**config.mk**
```make
export PLATFORM = sky130hd
export DESIGN_NAME = toy_imem_arbiter_flat
export DESIGN_NICKNAME = d
export VERILOG_FILES = /design/src/rtl/toy_imem_arbiter_if.sv /design/src/rtl/toy_imem_arbiter.sv /design/src/flat_wrapper.sv
export SDC_FILE = /design/constraint.sdc
export NUM_CORES = 1
export LEC_CHECK = 0
export CAP_MARGIN = 25
export CORE_AREA = 2 2 106 108
export CTS_CLUSTER_DIAMETER = 100
export DETAILED_ROUTE_END_ITERATION = 7
export DIE_AREA = 0 0 108 110
export DONT_BUFFER_PORTS = 1
export PLACE_DENSITY = 0.33
export SETUP_SLACK_MARGIN = 0.4
export SLEW_MARGIN = 30
export SYNTH_ARGS = -nofsm -noshare
export SYNTH_HDL_FRONTEND = slang
export SYNTH_SLANG_ARGS = --single-unit
```
**constraint.sdc**
```tcl
create_clock -name clk -period 3.1 [get_ports clk]
set_clock_uncertainty 0.1 [all_clocks]
set_input_delay 0.31 -clock clk [delete_from_list [all_inputs] [get_ports clk]]
set_output_delay 0.31 -clock clk [all_outputs]
set_load 0.02 [all_outputs]
```
**src/rtl/toy_imem_arbiter_if.sv**
```systemverilog
// Bundle of the fetch, debug, memory and perf signals around toy_imem_arbiter.
// slave: arbiter side; master: requesters/memory side.
interface toy_imem_arbiter_if #(
    parameter int unsigned ADDR_WIDTH = 32,
    parameter int unsigned DATA_WIDTH = 32
);
    logic                  f_req_vld;
    logic                  f_req_rdy;
    logic [ADDR_WIDTH-1:0] f_req_addr;
    logic                  f_ack_vld;
    logic                  f_ack_rdy;
    logic [DATA_WIDTH-1:0] f_ack_data;
    logic                  f_flush;

    logic                  d_req_vld;
    logic                  d_req_rdy;
    logic [ADDR_WIDTH-1:0] d_req_addr;
    logic                  d_ack_vld;
    logic                  d_ack_rdy;
    logic [DATA_WIDTH-1:0] d_ack_data;

    logic                  mem_req_vld;
    logic                  mem_req_rdy;
    logic [ADDR_WIDTH-1:0] mem_req_addr;
    logic                  mem_ack_vld;
    logic                  mem_ack_rdy;
    logic [DATA_WIDTH-1:0] mem_ack_data;

    logic [31:0]           perf_drop_cnt;
    logic [31:0]           perf_conflict_cnt;

    modport slave (
        input  f_req_vld, f_req_addr, f_ack_rdy, f_flush,
        input  d_req_vld, d_req_addr, d_ack_rdy,
        input  mem_req_rdy, mem_ack_vld, mem_ack_data,
        output f_req_rdy, f_ack_vld, f_ack_data,
        output d_req_rdy, d_ack_vld, d_ack_data,
        output mem_req_vld, mem_req_addr, mem_ack_rdy,
        output perf_drop_cnt, perf_conflict_cnt
    );

    modport master (
        output f_req_vld, f_req_addr, f_ack_rdy, f_flush,
        output d_req_vld, d_req_addr, d_ack_rdy,
        output mem_req_rdy, mem_ack_vld, mem_ack_data,
        input  f_req_rdy, f_ack_vld, f_ack_data,
        input  d_req_rdy, d_ack_vld, d_ack_data,
        input  mem_req_vld, mem_req_addr, mem_ack_rdy,
        input  perf_drop_cnt, perf_conflict_cnt
    );
endinterface

```
**src/rtl/toy_imem_arbiter.sv**
```systemverilog
// Round-robin fetch/debug arbiter for one in-order instruction-memory port, with a tag FIFO
// for response routing and fetch-flush dropping. Define TOY_IMEM_ARB_PERF_EN for perf counters.
module toy_imem_arbiter #(
    parameter int unsigned ADDR_WIDTH      = 32,
    parameter int unsigned DATA_WIDTH      = 32,
    parameter int unsigned MAX_OUTSTANDING = 4
) (
    input  logic              clk,
    input  logic              rst,
    toy_imem_arbiter_if.slave bus
);
    localparam int unsigned      PTR_W   = (MAX_OUTSTANDING > 1) ? $clog2(MAX_OUTSTANDING) : 1;
    localparam int unsigned      CNT_W   = PTR_W + 1;
    localparam logic [CNT_W-1:0] CNT_MAX = CNT_W'(MAX_OUTSTANDING);

    logic [MAX_OUTSTANDING-1:0] r_src;
    logic [MAX_OUTSTANDING-1:0] r_drop;
    logic [PTR_W-1:0]           r_wptr;
    logic [PTR_W-1:0]           r_rptr;
    logic [CNT_W-1:0]           r_cnt;
    logic                       r_last;

    logic                  w_busy;
    logic                  w_head_src;
    logic                  w_head_drop;
    logic                  w_pop;
    logic                  w_push;
    logic                  w_credit;
    logic                  w_any_req;
    logic                  w_win_dbg;
    logic [ADDR_WIDTH-1:0] w_win_addr;
    logic [DATA_WIDTH-1:0] w_ack_data;
    logic                  w_mem_ack_rdy;
    logic                  w_f_ack_vld;
    logic                  w_d_ack_vld;
    logic [CNT_W-1:0]      w_cnt_nxt;

    assign w_busy      = (r_cnt != '0);
    assign w_head_src  = r_src[r_rptr];
    // Flush must discard a fetch head in the same cycle, before its drop bit is written.
    assign w_head_drop = r_drop[r_rptr] | (bus.f_flush & ~w_head_src);

    always_comb begin
        w_mem_ack_rdy = 1'b0;
        w_f_ack_vld   = 1'b0;
        w_d_ack_vld   = 1'b0;
        if (w_busy) begin
            if (w_head_drop) begin
                w_mem_ack_rdy = 1'b1;
            end else if (w_head_src) begin
                w_d_ack_vld   = bus.mem_ack_vld;
                w_mem_ack_rdy = bus.d_ack_rdy;
            end else begin
                w_f_ack_vld   = bus.mem_ack_vld;
                w_mem_ack_rdy = bus.f_ack_rdy;
            end
        end
    end

    assign w_ack_data      = bus.mem_ack_data;
    assign bus.mem_ack_rdy = w_mem_ack_rdy;
    assign bus.f_ack_vld   = w_f_ack_vld;
    assign bus.d_ack_vld   = w_d_ack_vld;
    assign bus.f_ack_data  = w_ack_data;
    assign bus.d_ack_data  = w_ack_data;

    assign w_pop     = w_busy & bus.mem_ack_vld & w_mem_ack_rdy;
    assign w_credit  = (r_cnt < CNT_MAX) | w_pop;
    assign w_any_req = bus.f_req_vld | bus.d_req_vld;
    // Debug wins when it is alone, or when both contend and fetch was granted last.
    assign w_win_dbg  = bus.d_req_vld & (~bus.f_req_vld | ~r_last);
    assign w_win_addr = w_win_dbg ? bus.d_req_addr : bus.f_req_addr;

    assign bus.mem_req_vld  = w_credit & w_any_req;
    assign bus.mem_req_addr = w_win_addr;
    assign bus.f_req_rdy    = w_credit & bus.mem_req_rdy & bus.f_req_vld & ~w_win_dbg;
    assign bus.d_req_rdy    = w_credit & bus.mem_req_rdy & w_win_dbg;

    assign w_push    = w_credit & w_any_req & bus.mem_req_rdy;
    assign w_cnt_nxt = r_cnt + CNT_W'(w_push) - CNT_W'(w_pop);

    always_ff @(posedge clk or posedge rst) begin
        if (rst) begin
            r_src  <= '0;
            r_drop <= '0;
            r_wptr <= '0;
            r_rptr <= '0;
            r_cnt  <= '0;
            r_last <= 1'b1;
        end else begin
            // Marking free slots too is harmless: a push always rewrites its slot's drop bit.
            if (bus.f_flush) begin
                r_drop <= r_drop | ~r_src;
            end
            if (w_push) begin
                r_src[r_wptr]  <= w_win_dbg;
                r_drop[r_wptr] <= 1'b0;
                r_wptr         <= r_wptr + PTR_W'(1);
                r_last         <= w_win_dbg;
            end
            if (w_pop) begin
                r_rptr <= r_rptr + PTR_W'(1);
            end
            r_cnt <= w_cnt_nxt;
        end
    end

`ifdef TOY_IMEM_ARB_PERF_EN
    logic [31:0] r_drop_cnt;
    logic [31:0] r_conflict_cnt;

    always_ff @(posedge clk or posedge rst) begin
        if (rst) begin
            r_drop_cnt     <= '0;
            r_conflict_cnt <= '0;
        end else begin
            if (w_pop & w_head_drop) begin
                r_drop_cnt <= r_drop_cnt + 32'd1;
            end
            if (bus.f_req_vld & bus.d_req_vld) begin
                r_conflict_cnt <= r_conflict_cnt + 32'd1;
            end
        end
    end

    assign bus.perf_drop_cnt     = r_drop_cnt;
    assign bus.perf_conflict_cnt = r_conflict_cnt;
`else
    assign bus.perf_drop_cnt     = '0;
    assign bus.perf_conflict_cnt = '0;
`endif

endmodule
```
**src/flat_wrapper.sv**
```systemverilog
// flat-port wrapper written by rule: the top's interface ports become plain ports
module toy_imem_arbiter_flat 
#(
    parameter int unsigned ADDR_WIDTH      = 32,
    parameter int unsigned DATA_WIDTH      = 32,
    parameter int unsigned MAX_OUTSTANDING = 4
)
  (clk, rst, bus_f_req_vld, bus_f_req_addr, bus_f_ack_rdy, bus_f_flush, bus_d_req_vld, bus_d_req_addr, bus_d_ack_rdy, bus_mem_req_rdy, bus_mem_ack_vld, bus_mem_ack_data, bus_f_req_rdy, bus_f_ack_vld, bus_f_ack_data, bus_d_req_rdy, bus_d_ack_vld, bus_d_ack_data, bus_mem_req_vld, bus_mem_req_addr, bus_mem_ack_rdy, bus_perf_drop_cnt, bus_perf_conflict_cnt);
  toy_imem_arbiter_if #(.ADDR_WIDTH(ADDR_WIDTH), .DATA_WIDTH(DATA_WIDTH)) bus_i ();
  input  logic clk;
  input  logic rst;
  input wire logic [$bits(bus_i.f_req_vld)-1:0] bus_f_req_vld;
  input wire logic [$bits(bus_i.f_req_addr)-1:0] bus_f_req_addr;
  input wire logic [$bits(bus_i.f_ack_rdy)-1:0] bus_f_ack_rdy;
  input wire logic [$bits(bus_i.f_flush)-1:0] bus_f_flush;
  input wire logic [$bits(bus_i.d_req_vld)-1:0] bus_d_req_vld;
  input wire logic [$bits(bus_i.d_req_addr)-1:0] bus_d_req_addr;
  input wire logic [$bits(bus_i.d_ack_rdy)-1:0] bus_d_ack_rdy;
  input wire logic [$bits(bus_i.mem_req_rdy)-1:0] bus_mem_req_rdy;
  input wire logic [$bits(bus_i.mem_ack_vld)-1:0] bus_mem_ack_vld;
  input wire logic [$bits(bus_i.mem_ack_data)-1:0] bus_mem_ack_data;
  output wire logic [$bits(bus_i.f_req_rdy)-1:0] bus_f_req_rdy;
  output wire logic [$bits(bus_i.f_ack_vld)-1:0] bus_f_ack_vld;
  output wire logic [$bits(bus_i.f_ack_data)-1:0] bus_f_ack_data;
  output wire logic [$bits(bus_i.d_req_rdy)-1:0] bus_d_req_rdy;
  output wire logic [$bits(bus_i.d_ack_vld)-1:0] bus_d_ack_vld;
  output wire logic [$bits(bus_i.d_ack_data)-1:0] bus_d_ack_data;
  output wire logic [$bits(bus_i.mem_req_vld)-1:0] bus_mem_req_vld;
  output wire logic [$bits(bus_i.mem_req_addr)-1:0] bus_mem_req_addr;
  output wire logic [$bits(bus_i.mem_ack_rdy)-1:0] bus_mem_ack_rdy;
  output wire logic [$bits(bus_i.perf_drop_cnt)-1:0] bus_perf_drop_cnt;
  output wire logic [$bits(bus_i.perf_conflict_cnt)-1:0] bus_perf_conflict_cnt;
  assign bus_i.f_req_vld = bus_f_req_vld;
  assign bus_i.f_req_addr = bus_f_req_addr;
  assign bus_i.f_ack_rdy = bus_f_ack_rdy;
  assign bus_i.f_flush = bus_f_flush;
  assign bus_i.d_req_vld = bus_d_req_vld;
  assign bus_i.d_req_addr = bus_d_req_addr;
  assign bus_i.d_ack_rdy = bus_d_ack_rdy;
  assign bus_i.mem_req_rdy = bus_mem_req_rdy;
  assign bus_i.mem_ack_vld = bus_mem_ack_vld;
  assign bus_i.mem_ack_data = bus_mem_ack_data;
  assign bus_f_req_rdy = bus_i.f_req_rdy;
  assign bus_f_ack_vld = bus_i.f_ack_vld;
  assign bus_f_ack_data = bus_i.f_ack_data;
  assign bus_d_req_rdy = bus_i.d_req_rdy;
  assign bus_d_ack_vld = bus_i.d_ack_vld;
  assign bus_d_ack_data = bus_i.d_ack_data;
  assign bus_mem_req_vld = bus_i.mem_req_vld;
  assign bus_mem_req_addr = bus_i.mem_req_addr;
  assign bus_mem_ack_rdy = bus_i.mem_ack_rdy;
  assign bus_perf_drop_cnt = bus_i.perf_drop_cnt;
  assign bus_perf_conflict_cnt = bus_i.perf_conflict_cnt;
  toy_imem_arbiter #(.ADDR_WIDTH(ADDR_WIDTH), .DATA_WIDTH(DATA_WIDTH), .MAX_OUTSTANDING(MAX_OUTSTANDING)) u_core (.clk(clk), .rst(rst), .bus(bus_i));
endmodule
```
# [After elaboration in Yosys (flattened, before gate mapping)]
# Index checks and enable logic that the tools add are counted.
[totals] ff_bits=16 latch_bits=0 ram_bits=0 mem_bits_ro=0 input_bits=105 output_inout_bits=166 word_cells=57 n_memories=0
[classes] n_addsub=4 mul=0 div_mod_pow=0 order_cmp=4 n_eq_ne=0 n_shift=0 n_mux=19 bitwise=22 reduce_logical=2
[op_table] cell="32-bit 2-to-1 mux" n=1
[op_table] cell="1-bit 2-to-1 mux" n=12
[op_table] cell="1-bit bitwise AND" n=10
[op_table] cell="4-bit 2-to-1 mux" n=2
[op_table] cell="4-bit NOT" n=2
[op_table] cell="2-bit by 3-bit less-than comparator with 1-bit output (second input constant)" n=2
[op_table] cell="2-bit by 1-bit adder with 2-bit output (second input constant)" n=2
[op_table] cell="4-bit bitwise AND" n=1
[op_table] cell="1-bit binary-select mux with 2-bit select" n=2
[op_table] cell="4-bit bitwise mux" n=1
[op_table] cell="1-bit NOT" n=4
[op_table] cell="1-bit OR" n=4
[op_table] cell="4-bit OR" n=1
[op_table] cell="3-bit by 1-bit adder with 3-bit output" n=1
[op_table] cell="3-bit less-than comparator (second input constant)" n=1
[op_table] cell="3-bit nonzero test" n=1
[op_table] cell="3-bit by 1-bit subtractor with 3-bit output" n=1
[op_table] cell="1-bit demux with 2-bit select" n=1
[op_table] cell="2-bit by 1-bit greater-or-equal comparator with 1-bit output (second input constant)" n=1
[op_table] cell="1-bit logical AND" n=1

# [Longest topological paths before layout]
[logic_depth] word_depth=13 ltp_mapped=9

# [Worst setup path before layout]
# No wires, ideal clock.
[synth_path] path_type="reg-to-reg" startpoint="reg u_core.r_rptr[0]" endpoint="reg u_core.r_cnt[2]" setup_time_ps=123 t_arrival_ps=2523 required_time_ps=2877 path_slack_ps=354 path_stages_with_launch=10 path_buffers=0 period_less_slack_ps=2746 path_cell_list="dfrtp_1 > mux4_2 > mux2i_4 > a21oi_1 > ha_1 > inv_1 > ha_1 > fa_1 > xnor2_1 > xnor2_1"
[synth_between] elab_chain_cells=13
[synth_lines] element="from (decl)" line="toy_imem_arbiter.sv:19" rtl="logic [PTR_W-1:0] r_rptr;"
[synth_lines] element="from (signal assigned)" line="toy_imem_arbiter.sv:102" rtl="r_rptr <= r_rptr + PTR_W'(1);"
[synth_lines] element="1-bit binary-select mux with 2-bit select" line="toy_imem_arbiter.sv:39" rtl="assign w_head_src = r_src[r_rptr];"
[synth_lines] element="1-bit 2-to-1 mux (not written as such)" line="toy_imem_arbiter.sv:39"
[synth_lines] element="1-bit NOT" line="toy_imem_arbiter.sv:41" rtl="assign w_head_drop = r_drop[r_rptr] | (bus.f_flush & ~w_head_src);"
[synth_lines] element="1-bit bitwise AND" line="toy_imem_arbiter.sv:41"
[synth_lines] element="1-bit OR" line="toy_imem_arbiter.sv:41"
[synth_lines] element="1-bit 2-to-1 mux *" line="toy_imem_arbiter.sv:48" rtl="if (w_head_drop) begin"
[synth_lines] element="1-bit 2-to-1 mux *" line="toy_imem_arbiter.sv:47" rtl="if (w_busy) begin"
[synth_lines] element="1-bit bitwise AND *" line="toy_imem_arbiter.sv:67" rtl="assign w_pop = w_busy & bus.mem_ack_vld & w_mem_ack_rdy;"
[synth_lines] element="named net u_core.w_pop" line="toy_imem_arbiter.sv:26" rtl="logic w_pop;"
[synth_lines] element="1-bit OR" line="toy_imem_arbiter.sv:68" rtl="assign w_credit = (r_cnt < CNT_MAX) | w_pop;"
[synth_lines] element="1-bit bitwise AND (2 in a row)" line="toy_imem_arbiter.sv:79" rtl="assign w_push = w_credit & w_any_req & bus.mem_req_rdy;"
[synth_lines] element="3-bit by 1-bit adder with 3-bit output" line="toy_imem_arbiter.sv:80" rtl="assign w_cnt_nxt = r_cnt + CNT_W'(w_push) - CNT_W'(w_pop);"
[synth_lines] element="3-bit by 1-bit subtractor with 3-bit output *" line="toy_imem_arbiter.sv:80"
[synth_lines] element="named net u_core.w_cnt_nxt[2]" line="toy_imem_arbiter.sv:36" rtl="logic [CNT_W-1:0] w_cnt_nxt;"
[synth_lines] element="to (signal assigned)" line="toy_imem_arbiter.sv:104" rtl="r_cnt <= w_cnt_nxt;"
[synth_lines] element="to (decl)" line="toy_imem_arbiter.sv:20" rtl="logic [CNT_W-1:0] r_cnt;"
# The timed path passes the listed nets; every way through them passes the cells marked *. The select of a mux whose other input is x is not followed.
# A chain may end at the register's enable or synchronous reset.

# [Final worst setup path]
# Same ends and word-level chain as after synthesis.

==> flow_metrics.py <==
metrics = {
    "cts": {
        "h-tree-depth": 1,
        "clk_latency_ns": 0.25,
        "cts_tree": "done",
        "clockRootBuffer": "clkbuf_8",
        "cts_sinks": 16,
        "clk_path_buf_depth": 2,
        "clk_pin_slew_ns": 0.07,
        "cts_buffers": 3,
    },
    "sta": {
        "period_minus_slack_ns": 2.67,
        "slew_headroom_pct": 56.0,
        "finalSetupViolations": 0,
        "hold_viol_final": 0,
        "setup_tns_ns": 0,
        "final_max_slew_viol_count": 0,
        "worstMarginPinSlew_ns": 0.659,
        "timing.final.crit_share_pct": 86.3,
        "holdWs_ns": 0.0190,
        "fmax_mhz": 374,
        "rsz0062_at_grt": "true",
    },
    "die": {
        "start_util_pct": 21.5,
        "die_w_um": 108,
        "placementRows": 38,
        "die_h_um": 110,
        "ios": 271,
        "coreArea_mm2": 0.0107,
        "dieArea_mm2": 0.0119,
    },
    "yosys": {
        "synth_seq_area_share_pct": 17.4,
        "ys.flop_type": "dfrtp_1",
        "synth_cell_types": 36,
        "synth_edf_count": 0,
        "synthCells": 250,
        "yosysWarnings": 0,
        "synth.avg_cell_area_um2": 9.21,
        "ys_ff_latch": 16,
        "synth_area_mm2": 0.00230,
        "synthArstFlopShare_pct": 100,
    },
    "hold_path": {
        "hold_start": "bus_f_req_vld",
        "hp-class": "in -> reg",
        "holdPathEnd": "u_core.r_last",
        "hold_depth": 1,
    },
    "power_and_ir_drop": {
        "p_per_area_mw_per_mm2": 766,
        "switching_share_pct": 44.5,
        "pwr-share-comb_pct": 58.7,
        "power_frac_seq_pct": 28.0,
        "p_leak_uw": 0.000848,
        "power_switching_uw": 645,
        "p_clk_share_pct": 13.3,
        "p_int_uw": 803,
        "ir_worst_vdd_uv": 228,
    },
    "place": {
        "place_congestion": 0.726,
        "post_dp_cell_area_mm2": 0.00178,
        "dp_hpwl_um": 3820,
        "io_buffers": 0,
    },
    "worst_setup_path": {
        "critPathCaptureType": "flop",
        "path_class": "reg -> reg",
        "critPathLaunchType": "flop",
        "cpPeakStageDelay_ns": 0.58,
        "r2r_start": "u_core.r_rptr[0]",
        "rrSetupSlack_ns": 0.43,
        "crit_chain": "mux4_2 > mux2i_4 > a21oi_2 > ha_1 > inv_1 > ha_2 > fa_2 > xnor2_1 > xnor2_1",
        "critPathMaxFanout": 3,
        "slowest_stage": "mux4_2",
        "path_common_cell": "xnor2_1",
        "required_ns": 3.14,
        "crit_arrival_ns": 2.72,
        "reg2reg_depth": 9,
        "timing.rr.end": "u_core.r_cnt[2]",
    },
    "drt": {
        "first_iter_violations": 27,
        "firstDrtPassIters": 4,
        "drc": 0,
        "drt-wirelength-per-cell_um": 13.5,
        "detail_route.vias_per_cell": 3.42,
        "drt_wl_total_um": 4520,
        "ant_nets": 0,
        "vias": 1146,
    },
    "layout": {
        "design_area_mm2": 0.00189,
        "diodes": 0,
        "nNetsFinal": 308,
        "drive_gt1_share_pct": 30.3,
        "nFillCells": 1196,
        "syn2layout_area_growth_pct": -17.9,
    },
    "grt": {
        "antenna_found_initial": 0,
        "first_global_vias": 980,
        "overflow": 0,
        "grt_pass1_wl_um": 5690,
        "grtUsageTotal_pct": 6.46,
        "grt_max_degree": 33,
    },
    "job": {
        "max_cap_violations": 0,
    },
    "status": {
        "status": "finished clean",
    },
}
-- per-layer routing --
| metal | routed length, µm | up-vias | global-route usage (%) |
|---|---|---|---|
| li1 | - | 509 | - |
| met1 | 1970 | 512 | 9.69 |
| met2 | 1890 | 100 | 7.59 |
| met3 | 462 | 25 | 2.47 |
| met4 | 197 | 0 | 3.39 |
| met5 | 0 | - | 0 |
-- cell usage in the layout, fill, tap and decap left out, drive strengths merged, types with 4 or more instances in the layout --
cell type	instances
nor2	6
buf	9
mux2	37
conb	64
a21boi	5
xnor2	4
inv	14
a21oi	8
dfrtp	15
ha	6
clkbuf	4
-- sequential cells by signal, summed over array words and instances, names as in the netlist --
register	cells
u_core.r_cnt	3
u_core.r_src	4
u_core.r_rptr	2
u_core.r_last	1
u_core.r_drop	4
u_core.r_wptr	2
-- power by group through the flow --
stage	clock (µW)	combinational (µW)	sequential, µW
final	193	851	405
after CTS	200	865	407
after global routing	211	941	423
after detailed placement	0	802	410
after global placement	0	800	413
after floorplan	0	859	381
-- cells by family after synthesis --
group	synth area share, %
other	0.163
and+or+nand+nor	3.42
buffers and inverters	44.7
AOI/OAI and AO/OA	6.90
adders and majority gates	4.13
xor gates and xnor gates	1.90
DFF	17.4
muxes	21.3
-- stage by stage --
step,total power [µW],std cells,util [%],worst slack [ns]
2_1_floorplan,1240,313,-,0.430
3_3_place_gp,1210,324,16.6,0.308
4_1_cts,1470,335,17.7,0.419
6_report,1450,335,17.7,0.425
5_1_grt,1570,335,17.7,0.315
3_5_place_dp,1210,324,16.6,0.262
-- final cells by class --
type / instances / area (µm²) / share of cell area [%]
repair buffers: 10 / 77.6 / 4.10
clock buffers: 4 / 55.1 / 2.91
well taps: 140 / 175 / 9.27
flip-flops and latches: 16 / 402 / 21.2
multi-input cells: 151 / 1130 / 59.7
inverters: 14 / 52.6 / 2.78
-- timing repair --
item,4_1_cts,5_1_grt
endpoints found under the setup margin,1,1
buffers inserted,6,0
hold buffers,1,0
resized for setup,1,0
pin swaps,1,0
endpoints found under the hold margin,15,0
-- worst max path at each step --
| stage | slack [ns] | from | depth (start not counted) | to |
|---|---|---|---|---|
| finish | 0.43 | u_core.r_rptr[0] | 9 | u_core.r_cnt[2] |
| global route | 0.31 | u_core.r_rptr[0] | 9 | u_core.r_cnt[2] |
| CTS | 0.42 | u_core.r_rptr[0] | 9 | u_core.r_cnt[2] |
| detailed placement | 0.26 | u_core.r_rptr[0] | 9 | u_core.r_cnt[2] |
| global placement | 0.31 | u_core.r_rptr[0] | 9 | u_core.r_cnt[2] |
| floorplan | 0.43 | u_core.r_rptr[0] | 9 | u_core.r_cnt[2] |
-- synth_stat cells (2+ instances only) --
cell        n  area share [%]
mux2_1      4             2.0
a21boi_1    3            0.98
dfrtp_1    15              16
a21oi_1     8             1.7
buf_4     128              42
nor2_1      6            0.98
xnor2_1     4             1.5
clkbuf_1    3            0.49
ha_1        6             3.3
inv_1      14             2.3
or2_2       2            0.54
mux2_2     32              16
o21ai_0     2            0.43
-- critical path, delay by kind of cell (launching register included) --
kind                       cells  cell delay (ns)
muxes                          2             0.86
adders and majority gates      3             0.81
DFF                            1             0.40
xor gates and xnor gates       2             0.27
AOI/OAI and AO/OA              1             0.10
buffers and inverters          1             0.04
Power figures use the tool's default switching activity.
